### config.mk
export PLATFORM = sky130hd
export DESIGN_NAME = multicycle_control_unit
export DESIGN_NICKNAME = d
export VERILOG_FILES = /design/src/rtl/kgp_ctrl_pkg.sv /design/src/rtl/kgp_decoder.sv /design/src/rtl/multicycle_control_unit.sv
export SDC_FILE = /design/constraint.sdc
export NUM_CORES = 1
export LEC_CHECK = 0
export ABC_AREA = 1
export CAP_MARGIN = 30
export CORE_ASPECT_RATIO = 0.75
export CORE_UTILIZATION = 30
export DETAILED_ROUTE_END_ITERATION = 8
export GPL_ROUTABILITY_DRIVEN = 0
export PLACE_DENSITY_LB_ADDON = 0.25
export SLEW_MARGIN = 10
export SYNTH_ARGS = -nofsm -noshare
export SYNTH_HDL_FRONTEND = slang
export SYNTH_SLANG_ARGS = --single-unit
### constraint.sdc
create_clock -name clk -period 4.1 [get_ports clk]
set_clock_uncertainty 0.2 [all_clocks]
set_input_delay 0.82 -clock clk [delete_from_list [all_inputs] [get_ports clk]]
set_output_delay 0.82 -clock clk [all_outputs]
set_load 0.01 [all_outputs]
### src/rtl/kgp_ctrl_pkg.sv
// Shared encodings for the KGP-RISC multi-cycle control path:
// FSM states, opcode/fn values, and control-field codes.
package kgp_ctrl_pkg;

  typedef enum logic [2:0] {
    ST_FETCH  = 3'd0,
    ST_DECODE = 3'd1,
    ST_EXEC   = 3'd2,
    ST_MEM    = 3'd3,
    ST_WB     = 3'd4,
    ST_TRAP   = 3'd7
  } state_t;

  localparam logic [5:0] OP_RTYPE = 6'b000000;
  localparam logic [5:0] OP_LOAD  = 6'b000001;
  localparam logic [5:0] OP_STORE = 6'b000010;
  localparam logic [5:0] OP_B     = 6'b100000;
  localparam logic [5:0] OP_BR    = 6'b100001;
  localparam logic [5:0] OP_CALL  = 6'b101000;
  localparam logic [5:0] OP_RET   = 6'b101001;
  localparam logic [5:0] OP_BZ    = 6'b110001;
  localparam logic [5:0] OP_BNZ   = 6'b110010;
  localparam logic [5:0] OP_BCY   = 6'b110011;
  localparam logic [5:0] OP_BSGN  = 6'b110100;

  localparam logic [5:0] FN_ADD  = 6'b000001;
  localparam logic [5:0] FN_COMP = 6'b000010;
  localparam logic [5:0] FN_AND  = 6'b000011;
  localparam logic [5:0] FN_XOR  = 6'b000100;
  localparam logic [5:0] FN_SHLL = 6'b000101;
  localparam logic [5:0] FN_SHRL = 6'b000110;
  localparam logic [5:0] FN_SHRA = 6'b000111;

  localparam logic [2:0] ALU_ADD  = 3'b000;
  localparam logic [2:0] ALU_COMP = 3'b001;
  localparam logic [2:0] ALU_AND  = 3'b010;
  localparam logic [2:0] ALU_XOR  = 3'b011;
  localparam logic [2:0] ALU_SHLL = 3'b100;
  localparam logic [2:0] ALU_SHRL = 3'b101;
  localparam logic [2:0] ALU_SHRA = 3'b110;

  localparam logic [1:0] RD_RD    = 2'b00;
  localparam logic [1:0] RD_RT    = 2'b01;
  localparam logic [1:0] RD_LINK  = 2'b10;
  localparam logic [1:0] ASRC_REG = 2'b00;
  localparam logic [1:0] ASRC_IMM = 2'b01;
  localparam logic [1:0] ASRC_SHT = 2'b10;
  localparam logic [1:0] FLG_ZERO = 2'b00;
  localparam logic [1:0] FLG_NZ   = 2'b01;
  localparam logic [1:0] FLG_CY   = 2'b10;
  localparam logic [1:0] FLG_SGN  = 2'b11;

  // Instruction class steers the EXEC/MEM successor states.
  typedef enum logic [1:0] {
    CLS_ALU    = 2'd0,
    CLS_LOAD   = 2'd1,
    CLS_STORE  = 2'd2,
    CLS_BRANCH = 2'd3
  } cls_t;

  typedef struct packed {
    cls_t       cls;
    logic [1:0] regdst;
    logic [1:0] flag;
    logic       branch;
    logic       brnoeq;
    logic       gotoreg;
    logic       onlygoto;
    logic       call;
    logic       ret;
    logic       memtoreg;
    logic [1:0] alusrc;
    logic [2:0] aluctr;
  } ctl_t;

  localparam ctl_t CTL_NONE = '0;

endpackage

### src/rtl/kgp_decoder.sv
// Combinational opcode/fn decoder producing the control bundle and an
// illegal-instruction flag.
module kgp_decoder
  import kgp_ctrl_pkg::*;
#(
  parameter int OPW = 6,
  parameter int FNW = 6
) (
  input  logic [OPW-1:0] instruction,
  input  logic [FNW-1:0] fn,
  output ctl_t           ctl,
  output logic           illegal
);

  always_comb begin
    ctl     = CTL_NONE;
    illegal = 1'b0;
    case (instruction)
      OPW'(OP_RTYPE): begin
        ctl.cls = CLS_ALU;
        case (fn)
          FNW'(FN_ADD):  ctl.aluctr = ALU_ADD;
          FNW'(FN_COMP): ctl.aluctr = ALU_COMP;
          FNW'(FN_AND):  ctl.aluctr = ALU_AND;
          FNW'(FN_XOR):  ctl.aluctr = ALU_XOR;
          FNW'(FN_SHLL): begin ctl.aluctr = ALU_SHLL; ctl.alusrc = ASRC_SHT; end
          FNW'(FN_SHRL): begin ctl.aluctr = ALU_SHRL; ctl.alusrc = ASRC_SHT; end
          FNW'(FN_SHRA): begin ctl.aluctr = ALU_SHRA; ctl.alusrc = ASRC_SHT; end
          default:       illegal = 1'b1;
        endcase
      end
      OPW'(OP_LOAD): begin
        ctl.cls      = CLS_LOAD;
        ctl.memtoreg = 1'b1;
        ctl.alusrc   = ASRC_IMM;
        ctl.regdst   = RD_RT;
      end
      OPW'(OP_STORE): begin
        ctl.cls    = CLS_STORE;
        ctl.alusrc = ASRC_IMM;
      end
      OPW'(OP_B):    begin ctl.cls = CLS_BRANCH; ctl.onlygoto = 1'b1; end
      OPW'(OP_BR):   begin ctl.cls = CLS_BRANCH; ctl.gotoreg  = 1'b1; end
      OPW'(OP_BZ):   begin ctl.cls = CLS_BRANCH; ctl.branch = 1'b1; ctl.flag = FLG_ZERO; end
      OPW'(OP_BNZ): begin
        ctl.cls    = CLS_BRANCH;
        ctl.branch = 1'b1;
        ctl.brnoeq = 1'b1;
        ctl.flag   = FLG_NZ;
      end
      OPW'(OP_BCY):  begin ctl.cls = CLS_BRANCH; ctl.branch = 1'b1; ctl.flag = FLG_CY;  end
      OPW'(OP_BSGN): begin ctl.cls = CLS_BRANCH; ctl.branch = 1'b1; ctl.flag = FLG_SGN; end
      OPW'(OP_CALL): begin ctl.cls = CLS_BRANCH; ctl.call = 1'b1; ctl.regdst = RD_LINK; end
      OPW'(OP_RET):  begin ctl.cls = CLS_BRANCH; ctl.ret = 1'b1; ctl.gotoreg = 1'b1; end
      default:       illegal = 1'b1;
    endcase
  end

endmodule

### src/rtl/multicycle_control_unit.sv
// Multi-cycle KGP-RISC control FSM: FETCH/DECODE/EXEC/MEM/WB with a
// bounded memory handshake and a sticky trap state.
module multicycle_control_unit
  import kgp_ctrl_pkg::*;
#(
  parameter int OPW  = 6,
  parameter int FNW  = 6,
  parameter int ALUW = 3,
  parameter int TMO  = 16
) (
  input  logic            clk,
  input  logic            rst_n,
  input  logic [OPW-1:0]  instruction,
  input  logic [FNW-1:0]  fn,
  input  logic            mem_ack,
  input  logic            flag_ok,
  output logic            ir_write,
  output logic            pc_write,
  output logic            mem_req,
  output logic            mem_we,
  output logic [1:0]      regdst,
  output logic [1:0]      flag,
  output logic            branch,
  output logic            brnoeq,
  output logic            gotoreg,
  output logic            onlygoto,
  output logic            call,
  output logic            ret,
  output logic            memtoreg,
  output logic [1:0]      alusrc,
  output logic [ALUW-1:0] aluctr,
  output logic            regwrite,
  output logic            trap,
  output logic [2:0]      state_o
);

  localparam int CW = (TMO > 2) ? $clog2(TMO) : 1;

  state_t          state_reg, state_next;
  ctl_t            ctl_reg, ctl_next, dec_ctl;
  logic            dec_illegal;
  logic            mem_req_reg, mem_req_next;
  logic [CW-1:0]   cnt_reg, cnt_next;
  logic            acked, timeout;

  kgp_decoder #(.OPW(OPW), .FNW(FNW)) u_dec (
    .instruction (instruction),
    .fn          (fn),
    .ctl         (dec_ctl),
    .illegal     (dec_illegal)
  );

  // An ack only counts while a request is actually outstanding.
  assign acked   = mem_req_reg & mem_ack;
  assign timeout = mem_req_reg & ~mem_ack & (cnt_reg == CW'(TMO - 1));

  always_comb begin
    state_next = state_reg;
    ctl_next   = ctl_reg;
    cnt_next   = '0;
    ir_write   = 1'b0;
    pc_write   = 1'b0;
    regwrite   = 1'b0;
    if (mem_req_reg && !mem_ack)
      cnt_next = cnt_reg + 1'b1;
    case (state_reg)
      ST_FETCH: begin
        if (acked) begin
          ir_write   = 1'b1;
          pc_write   = 1'b1;
          state_next = ST_DECODE;
        end else if (timeout) begin
          state_next = ST_TRAP;
        end
      end
      ST_DECODE: begin
        if (dec_illegal) begin
          state_next = ST_TRAP;
        end else begin
          ctl_next   = dec_ctl;
          state_next = ST_EXEC;
        end
      end
      ST_EXEC: begin
        case (ctl_reg.cls)
          CLS_LOAD, CLS_STORE: state_next = ST_MEM;
          CLS_BRANCH: begin
            pc_write   = ctl_reg.branch ? flag_ok : 1'b1;
            state_next = ctl_reg.call ? ST_WB : ST_FETCH;
          end
          default: state_next = ST_WB;
        endcase
      end
      ST_MEM: begin
        if (acked)
          state_next = (ctl_reg.cls == CLS_LOAD) ? ST_WB : ST_FETCH;
        else if (timeout)
          state_next = ST_TRAP;
      end
      ST_WB: begin
        regwrite   = 1'b1;
        state_next = ST_FETCH;
      end
      default: state_next = ST_TRAP;
    endcase
    if (state_next == ST_FETCH || state_next == ST_TRAP)
      ctl_next = CTL_NONE;
    mem_req_next = (state_next == ST_FETCH) || (state_next == ST_MEM);
  end

  always_ff @(posedge clk) begin
    if (!rst_n) begin
      state_reg   <= ST_FETCH;
      ctl_reg     <= CTL_NONE;
      mem_req_reg <= 1'b0;
      cnt_reg     <= '0;
    end else begin
      state_reg   <= state_next;
      ctl_reg     <= ctl_next;
      mem_req_reg <= mem_req_next;
      cnt_reg     <= cnt_next;
    end
  end

  assign mem_req  = mem_req_reg;
  assign mem_we   = mem_req_reg & (state_reg == ST_MEM) & (ctl_reg.cls == CLS_STORE);
  assign regdst   = ctl_reg.regdst;
  assign flag     = ctl_reg.flag;
  assign branch   = ctl_reg.branch;
  assign brnoeq   = ctl_reg.brnoeq;
  assign gotoreg  = ctl_reg.gotoreg;
  assign onlygoto = ctl_reg.onlygoto;
  assign call     = ctl_reg.call;
  assign ret      = ctl_reg.ret;
  assign memtoreg = ctl_reg.memtoreg;
  assign alusrc   = ctl_reg.alusrc;
  assign aluctr   = ALUW'(ctl_reg.aluctr);
  assign trap     = (state_reg == ST_TRAP);
  assign state_o  = state_reg;

endmodule
==> impl_metrics.ini, run 1 <==
[critical_path]
crit_path_start_kind = input pin
cp_data_arrival_time_ns = 2.27
cp_data_required_time_ns = 3.08
cpPeakStageDelay_ns = 0.59
crit_path_end_kind = output pin
crit_chain = clkdlybuf4s50_1 > nand2_1 > nor2_1 > clkdlybuf4s50_1
cp_max_fo = 5
cpMaxStageDelayCell = clkdlybuf4s50_1
cpMostUsedCell = clkdlybuf4s50_1
reg2reg_slack_ns = 1.93
crit_type = input pin to output pin

[sta]
setup_tns_ns = 0
hold_viol = 0
finalSetupViolations = 0
rsz0062_at_grt = no
hold_slack_ns = 0.253
post-route-period-util = 0.803
relSlewSlack = 0.723
report.final.slew_viol_count = 0
min_period_ns = 3.29
worstMarginPinSlew_ns = 0.416
fmax_mhz = 304

[cts]
cts_resized = 0
cts_tree = done
cts_buffer_depth = 2
hold_buffers = 0
insertion_delay_ns = 0.27
clk_pin_slew_ns = 0.10
cts_htree_levels = 1
cts_sinks = 25
cts_buffers = 3
post-cts-setup-buffers = 0
cts-root-buf = clkbuf_8

[pwr]
pwr-share-seq = 0.322
switching_share = 0.456
ir_drop_mv = 0.233
p_int_uw = 499
p_switching_uw = 418
p_comb_frac = 0.510
clkPwrFrac = 0.168
power.density_nw_per_um2 = 438
p_total_uw = 917
leakagePower_nw = 0.757

[drt]
drcViolationCount = 0
wl_met3_microns = 181
first_pass_iters = 4
num_vias = 1402
drt_iter0_markers = 47
wl_met1_mm = 1.80
viasPerCell = 4.30
ant_nets = 0
routed_wl_mm = 3.29
routed.top_layer = met4
dr_wl_met2_mm = 1.29
wl_per_cell_microns = 10.1

[synth]
synth-seq-cells = 25
syn_area_sq_um = 1650
yosysWarnings = 0
syn_area_per_cell_sq_um = 7.55
synth_cells = 219
ys_types = 33
syn_nets = 239
ys_seq_area_frac = 0.303

[grt]
grt_pass1_wl_mm = 5.33
grt_pass1_vias = 1177
antenna_found_initial = 0
grt_overflow = 0
grt_max_degree = 22
track_usage = 0.119

[finish]
nNetsFinal = 272
area_growth_pct = 26.6
diodes = 0
largest_reg_flops = 4
nFillCells = 559
drive_gt1_frac = 0.191

[floorplanning]
core_area_sq_um = 5320
row_count = 23
die_x_microns = 87.7
die_area_sq_um = 5810
fp.dieH_microns = 66.3
io_pins = 41
initial_core_util = 0.310

[min_path]
hold_path_class = register to register

[run]
maxCapViolations = 0

[run_status]
status = finished clean

[placement]
portBuffers = 40
hpwl_mm = 2.60
-- per-stage QoR --
step	cell area [sq um]	util	cells	setup WS, ns
3_5_place_dp	2040	0.384	322	0.818
4_1_cts	2090	0.393	326	0.810
3_3_place_gp	2040	0.384	322	0.835
5_1_grt	2090	0.393	326	0.730
2_1_floorplan	1650	-	219	1.83
6_report	2090	0.393	326	0.808
-- cells in the final DEF, fill, tap and decap left out, drive strengths merged --
cell type,count
ha,4
o21a,1
nand3,20
inv,33
nor3b,2
nor3,9
o22ai,1
o21ai,15
nand2,33
o31ai,1
nand3b,1
nor2,44
dfxtp,25
o211ai,1
clkbuf,3
clkdlybuf4s50,40
clkinvlp,1
a21oi,12
or2,2
o21bai,1
nand4,2
-- power groups by stage --
stage                     Combinational, mW  Sequential [mW]  Clock [mW]
after global placement                0.473            0.301           0
after detailed placement              0.473            0.301           0
after CTS                             0.475            0.295       0.161
after global routing                  0.517            0.299       0.171
after floorplan                       0.386            0.303           0
final                                 0.468            0.295       0.154
-- worst max-delay path: cells and delay by family --
kind                   cells  cell delay, ns
buffers and inverters      2            1.06
AND/OR/NAND/NOR            2            0.39
-- worst paths after layout --
| path | from | end | cells after the start |
|---|---|---|---|
| max | mem_ack | ir_write | 4 |
| max reg2reg | state_o[0]$_SDFF_PN0_ | call$_SDFFE_PP0P_ | 7 |
| min | cnt_reg[0]$_SDFF_PN0_ | cnt_reg[0]$_SDFF_PN0_ | 1 |
| min reg2reg | cnt_reg[0]$_SDFF_PN0_ | cnt_reg[0]$_SDFF_PN0_ | 1 |
-- synth_stat cells, drive strengths merged --
library cell	n	area share
o21a	1	0.0045
a21oi	12	0.036
nand2	33	0.086
or2	2	0.0076
o21bai	1	0.0045
dfxtp	25	0.30
nor3	9	0.048
nor3b	2	0.0091
o31ai	1	0.0045
inv	33	0.075
o21ai	15	0.048
nand4	2	0.011
ha	4	0.030
o211ai	1	0.0045
o22ai	1	0.0038
nor2	44	0.17
nand3b	1	0.0045
nand3	20	0.092
buf	12	0.063
-- per-layer routing --
metal / vias up / track usage
met3: 2 / 0.0387
met4: 0 / 0.0246
met5: - / 0
met1: 606 / 0.173
li1: 760 / -
met2: 34 / 0.167
-- area by class of cell --
cell class | count | area (sq um) | share of cell area
Clock buffer | 3 | 41.3 | 0.0197
Clock inverter | 1 | 7.51 | 0.00359
Inverter | 33 | 124 | 0.0592
Multi-Input combinational cell | 149 | 925 | 0.442
Sequential cell | 25 | 500 | 0.239
Tap cell | 75 | 93.8 | 0.0449
Timing Repair Buffer | 40 | 400 | 0.191
-- cells by family (layout without fill, tap and decap cells) --
family,Yosys count,after routing,share of synthesized area
compound gates,32,32,0.106
simple gates,113,113,0.423
fa+ha+maj,4,4,0.0303
buf+inv,45,77,0.138
flops,25,25,0.303
Note: power is estimated with default switching activity, not from simulation.
==> inputs of run 2 (changes only) <==
- clock period: 4.1 -> 3.1 ns (I/O delays scaled with it)
==> impl_metrics.ini, run 2 (synthesis gave the netlist of run 1 again) <==
[critical_path]
crit_chain = clkdlybuf4s50_1 > nand2_1 > o22ai_1 > clkdlybuf4s50_1
r2r-start = state_o[1]$_SDFF_PN0_
cpPeakStageDelay_ns = 0.56
cpMostUsedCell = clkdlybuf4s50_1
cpMaxStageDelayCell = clkdlybuf4s50_1
cp_data_arrival_time_ns = 1.98
crit_path_end_kind = output pin
crit_path_start_kind = input pin
crit_type = input pin to output pin
cp_max_fo = 5
cp-startpoint = mem_ack
cp_data_required_time_ns = 2.28

[finish]
area_growth_pct = 28.4
layout.cells.non_filler = 330
fin_util = 0.399
nFillCells = 545
final_cell_mix = 40 x clkdlybuf4s50_1, 28 x nand2_1, 27 x inv_1
design_area_sq_um = 2120
diodes = 0
final_common_cell = clkdlybuf4s50_1
largest_reg_flops = 4
nNetsFinal = 276
drive_gt1_frac = 0.204

[pwr]
p_total_mw = 1.25
leakagePower_nw = 0.775
ir_drop_mv = 0.351
power.density_nw_per_um2 = 591

[grt]
use_met3 = 0.0424
grt_max_degree = 18
antenna_found_initial = 0
grt_use_met2 = 0.188
grt_pass1_vias = 1349
grt_pass1_wl_mm = 6.00
use_met1 = 0.193
grt-busiest-layer = met1
grt_overflow = 0
track_usage = 0.132

[cts]
post-cts-setup-buffers = 0
clk_pin_slew_ns = 0.10
hold_buffers = 0
cts_tree = done
insertion_delay_ns = 0.28
cts_resized = 0
cts_sinks = 25
cts_buffer_depth = 2
cts-root-buf = clkbuf_8
cts_buffers = 3
cts_htree_levels = 1

[sta]
min_period_ns = 2.80
hold_slack_ns = 0.266
setup_tns_ns = 0
setup_ws_ns = 0.296
relSlewSlack = 0.756
rsz0062_at_grt = no
fmax_mhz = 357
worstMarginPinSlew_ns = 0.367
finalSetupViolations = 0
post-route-period-util = 0.905
hold_viol = 0
report.final.slew_viol_count = 0

[placement]
hpwl_mm = 2.67
placed_cells = 326
dp_slack_ns = 0.191
portBuffers = 40
dpl_cell_area_sq_um = 2070

[drt]
first_pass_iters = 4
wl_per_cell_microns = 10.3
drt_iter0_markers = 51
routed_wl_mm = 3.41
viasPerCell = 4.34
ant_nets = 0
num_vias = 1432
drcViolationCount = 0

[run]
maxCapViolations = 0

[floorplanning]
initial_core_util = 0.310
row_count = 23
core_area_sq_um = 5320
die_x_microns = 87.7
io_pins = 41
fp.dieH_microns = 66.3
die_area_sq_um = 5810

[run_status]
status = finished clean

[min_path]
hp-start = cnt_reg[0]$_SDFF_PN0_
hold_path_class = register to register
[run 2: cell types whose count changed in the layout (fill, tap and decap cells not counted), sizes merged]
cell  previous run  this run
buf              0         4
[run 2: layer usage]
metal	vias to the layer above	wire length (microns)
met2	34	1330
met4	0	21
met5	-	0
li1	767	-
met3	5	202
met1	626	1860
[run 2: final timing paths]
check	cells past startpoint	slack [ns]	endpoint
setup / recovery	4	0.30	pc_write
hold / removal	1	0.27	cnt_reg[0]$_SDFF_PN0_
setup reg to reg	9	0.92	aluctr[0]$_SDFFE_PP0P_
hold reg to reg	1	0.27	cnt_reg[0]$_SDFF_PN0_
[run 2: layout make-up]
type | instances | area, sq um | area share
Multi-Input combinational cell | 149 | 925 | 0.436
Sequential cell | 25 | 500 | 0.236
Timing Repair Buffer | 44 | 430 | 0.203
Inverter | 33 | 124 | 0.0584
Tap cell | 75 | 93.8 | 0.0442
Clock buffer | 3 | 41.3 | 0.0195
Clock inverter | 1 | 7.51 | 0.00354
[run 2: power by group]
| part | switching (mW) | internal, mW | total, mW |
|---|---|---|---|
| Sequential | 0.0437 | 0.348 | 0.392 |
| Combinational | 0.411 | 0.241 | 0.652 |
| Clock | 0.119 | 0.0915 | 0.210 |
[run 2: worst max-delay path: cells and delay by family]
kind | cells | cell delay, ns
buf+inv | 2 | 1.04
compound gates | 1 | 0.20
simple gates | 1 | 0.13
==> inputs of run 3 (changes only) <==
- ABC_AREA: 1 -> default
==> impl_metrics.ini, run 3 <==
[run_status]
status = finished clean

[critical_path]
cp_max_fo = 5
crit_path_end_kind = output pin
cp_data_arrival_time_ns = 2.17
r2r-start = ctl_reg[16]$_SDFFE_PP0P_
cp_data_required_time_ns = 2.28
crit_type = input pin to output pin
cp-startpoint = mem_ack
crit_path_start_kind = input pin

[placement]
hpwl_mm = 3.05
placed_cells = 295
portBuffers = 40

[cts]
cts_buffer_depth = 2
hold_buffers = 0
cts-root-buf = clkbuf_8
cts_buffers = 3
cts_resized = 0
insertion_delay_ns = 0.27
cts_tree = done
post-cts-setup-buffers = 0
cts_htree_levels = 1
cts_sinks = 25
clk_pin_slew_ns = 0.09

[floorplanning]
row_count = 22
io_pins = 41
fp.dieH_microns = 66.0
die_area_sq_um = 5760
initial_core_util = 0.323
die_x_microns = 87.3
core_area_sq_um = 5060

[finish]
final_cell_mix = 40 x clkdlybuf4s50_1, 25 x dfxtp_1, 20 x nor3_1
layout.cells.non_filler = 299
largest_reg_flops = 4
area_growth_pct = 32.1
final_common_cell = clkdlybuf4s50_1
nNetsFinal = 248
diodes = 0
drive_gt1_frac = 0.137

[synth]
netlist_top_cells_count = 25 x dfxtp_1, 20 x nor3_1, 12 x nor2_1
synth_top_family_by_area = simple AND/OR/NAND/NOR gates
syn_area_per_cell_sq_um = 8.61
synthXorXnorAreaFrac = 0.0161
synth_flop_cell = dfxtp_1
yosysMostFrequentCell = dfxtp_1
synth_edf_count = 0
synth_top_area_frac = 0.306
ys_types = 55
synth-async-reset-ratio = 0
synthSimpleGateAreaFrac = 0.304
syn_nets = 210
yosysWarnings = 0
synth_area_leaders = dfxtp_1 31%, nor3_1 6.1%, buf_4 4.6%
ys_seq_area_frac = 0.306
syn_area_sq_um = 1640
muxShareOfSynthArea = 0.0375
synth.largest_area_cell = dfxtp_1
yosys.area_share.adder = 0.0306
synth_cells = 190
synth_compound_area_frac = 0.205
synth-seq-cells = 25

[pwr]
clkPwrFrac = 0.187
power.density_nw_per_um2 = 496
pwr-share-seq = 0.377
p_switching_uw = 429
switching_share = 0.400
p_comb_frac = 0.436
leakagePower_nw = 0.778
ir_drop_mv = 0.202
p_int_uw = 644

[run]
maxCapViolations = 0

[sta]
worstMarginPinSlew_ns = 0.544
post-route-period-util = 0.964
setup_tns_ns = 0
relSlewSlack = 0.637
rsz0062_at_grt = no
finalSetupViolations = 0
min_period_ns = 2.99
hold_viol = 0
report.final.slew_viol_count = 0
fmax_mhz = 334

[drt]
ant_nets = 0
routed_wl_mm = 3.98
first_pass_iters = 4
wl_per_cell_microns = 13.3
drt_iter0_markers = 59
viasPerCell = 5.05
drcViolationCount = 0
num_vias = 1509

[grt]
track_usage = 0.151
grt_max_degree = 18
grt_pass1_wl_mm = 6.73
grt_pass1_vias = 1404
antenna_found_initial = 0
grt_overflow = 0

[min_path]
hp-start = cnt_reg[0]$_SDFF_PN0_
hold_path_class = register to register
## run 3: changes by cell type after synthesis, moves of 6 or more
cell and delta:
nor2_1 -13, inv_1 -23, nor3_1 +14, nand3_1 -6, nor2_2 -7, inv_2 -6
nand2_1 -19, nand3_2 -8, nor2_4 -12, o21ai_0 -8
## run 3: layout make-up
class,instances,area [sq um]
Sequential cell,25,500
Tap cell,72,90.1
Fill cell,540,2900
Multi-Input combinational cell,139,970
Timing Repair Buffer,55,538
Inverter,4,15.0
Clock buffer,3,41.3
Clock inverter,1,7.51
## run 3: final timing paths
check                              to  slack (ns)  cells past startpoint
max                          pc_write        0.11                      6
min             cnt_reg[0]$_SDFF_PN0_        0.25                      1
max reg2reg  ctl_reg[16]$_SDFFE_PP0P_        0.69                      7
min reg2reg     cnt_reg[0]$_SDFF_PN0_        0.25                      1
## run 3: power by group through the flow
stage               Combinational, mW  Clock, mW  Sequential (mW)
CTS                             0.468      0.207            0.404
global route                    0.507      0.222            0.413
finish                          0.468      0.201            0.405
global placement                0.466          0            0.413
detailed placement              0.468          0            0.412
floorplan                       0.324          0            0.384
## run 3: layer usage
| metal | global-route usage | up-vias | routed length, microns |
|---|---|---|---|
| li1 | - | 774 | - |
| met1 | 0.222 | 694 | 2230 |
| met2 | 0.218 | 39 | 1520 |
| met3 | 0.0424 | 2 | 203 |
| met4 | 0.0246 | 0 | 25 |
| met5 | 0 | - | 0 |
## run 3: critical path, cell delays in order
cell	delay [ns]
clkdlybuf4s50_1	0.57
nand2_1	0.12
nor2_1	0.10
a31oi_1	0.05
nor3_1	0.15
clkdlybuf4s50_1	0.56
## run 3: logic make-up (layout without fill, tap and decap cells)
family	after synthesis	after routing
AO/OA/AOI/OAI	40	40
XOR/XNOR	3	3
adder cells (fa/ha/maj)	4	4
buffers and inverters	26	63
flip-flops	25	25
multiplexers	6	6
AND/OR/NAND/NOR	86	86
## run 3: through the flow
| stage | hold slack (ns) | cell area [sq um] | worst slack (ns) | utilization | power, mW |
|---|---|---|---|---|---|
| 3_5_place_dp | 0.240 | 2110 | 0.134 | 0.417 | 0.880 |
| 5_1_grt | 0.277 | 2160 | 0.0149 | 0.427 | 1.14 |
| 3_3_place_gp | 0.233 | 2110 | 0.169 | 0.417 | 0.879 |
| 2_1_floorplan | 0.218 | 1640 | 0.656 | - | 0.707 |
| 6_report | 0.255 | 2160 | 0.110 | 0.427 | 1.07 |
| 4_1_cts | 0.255 | 2160 | 0.125 | 0.427 | 1.08 |
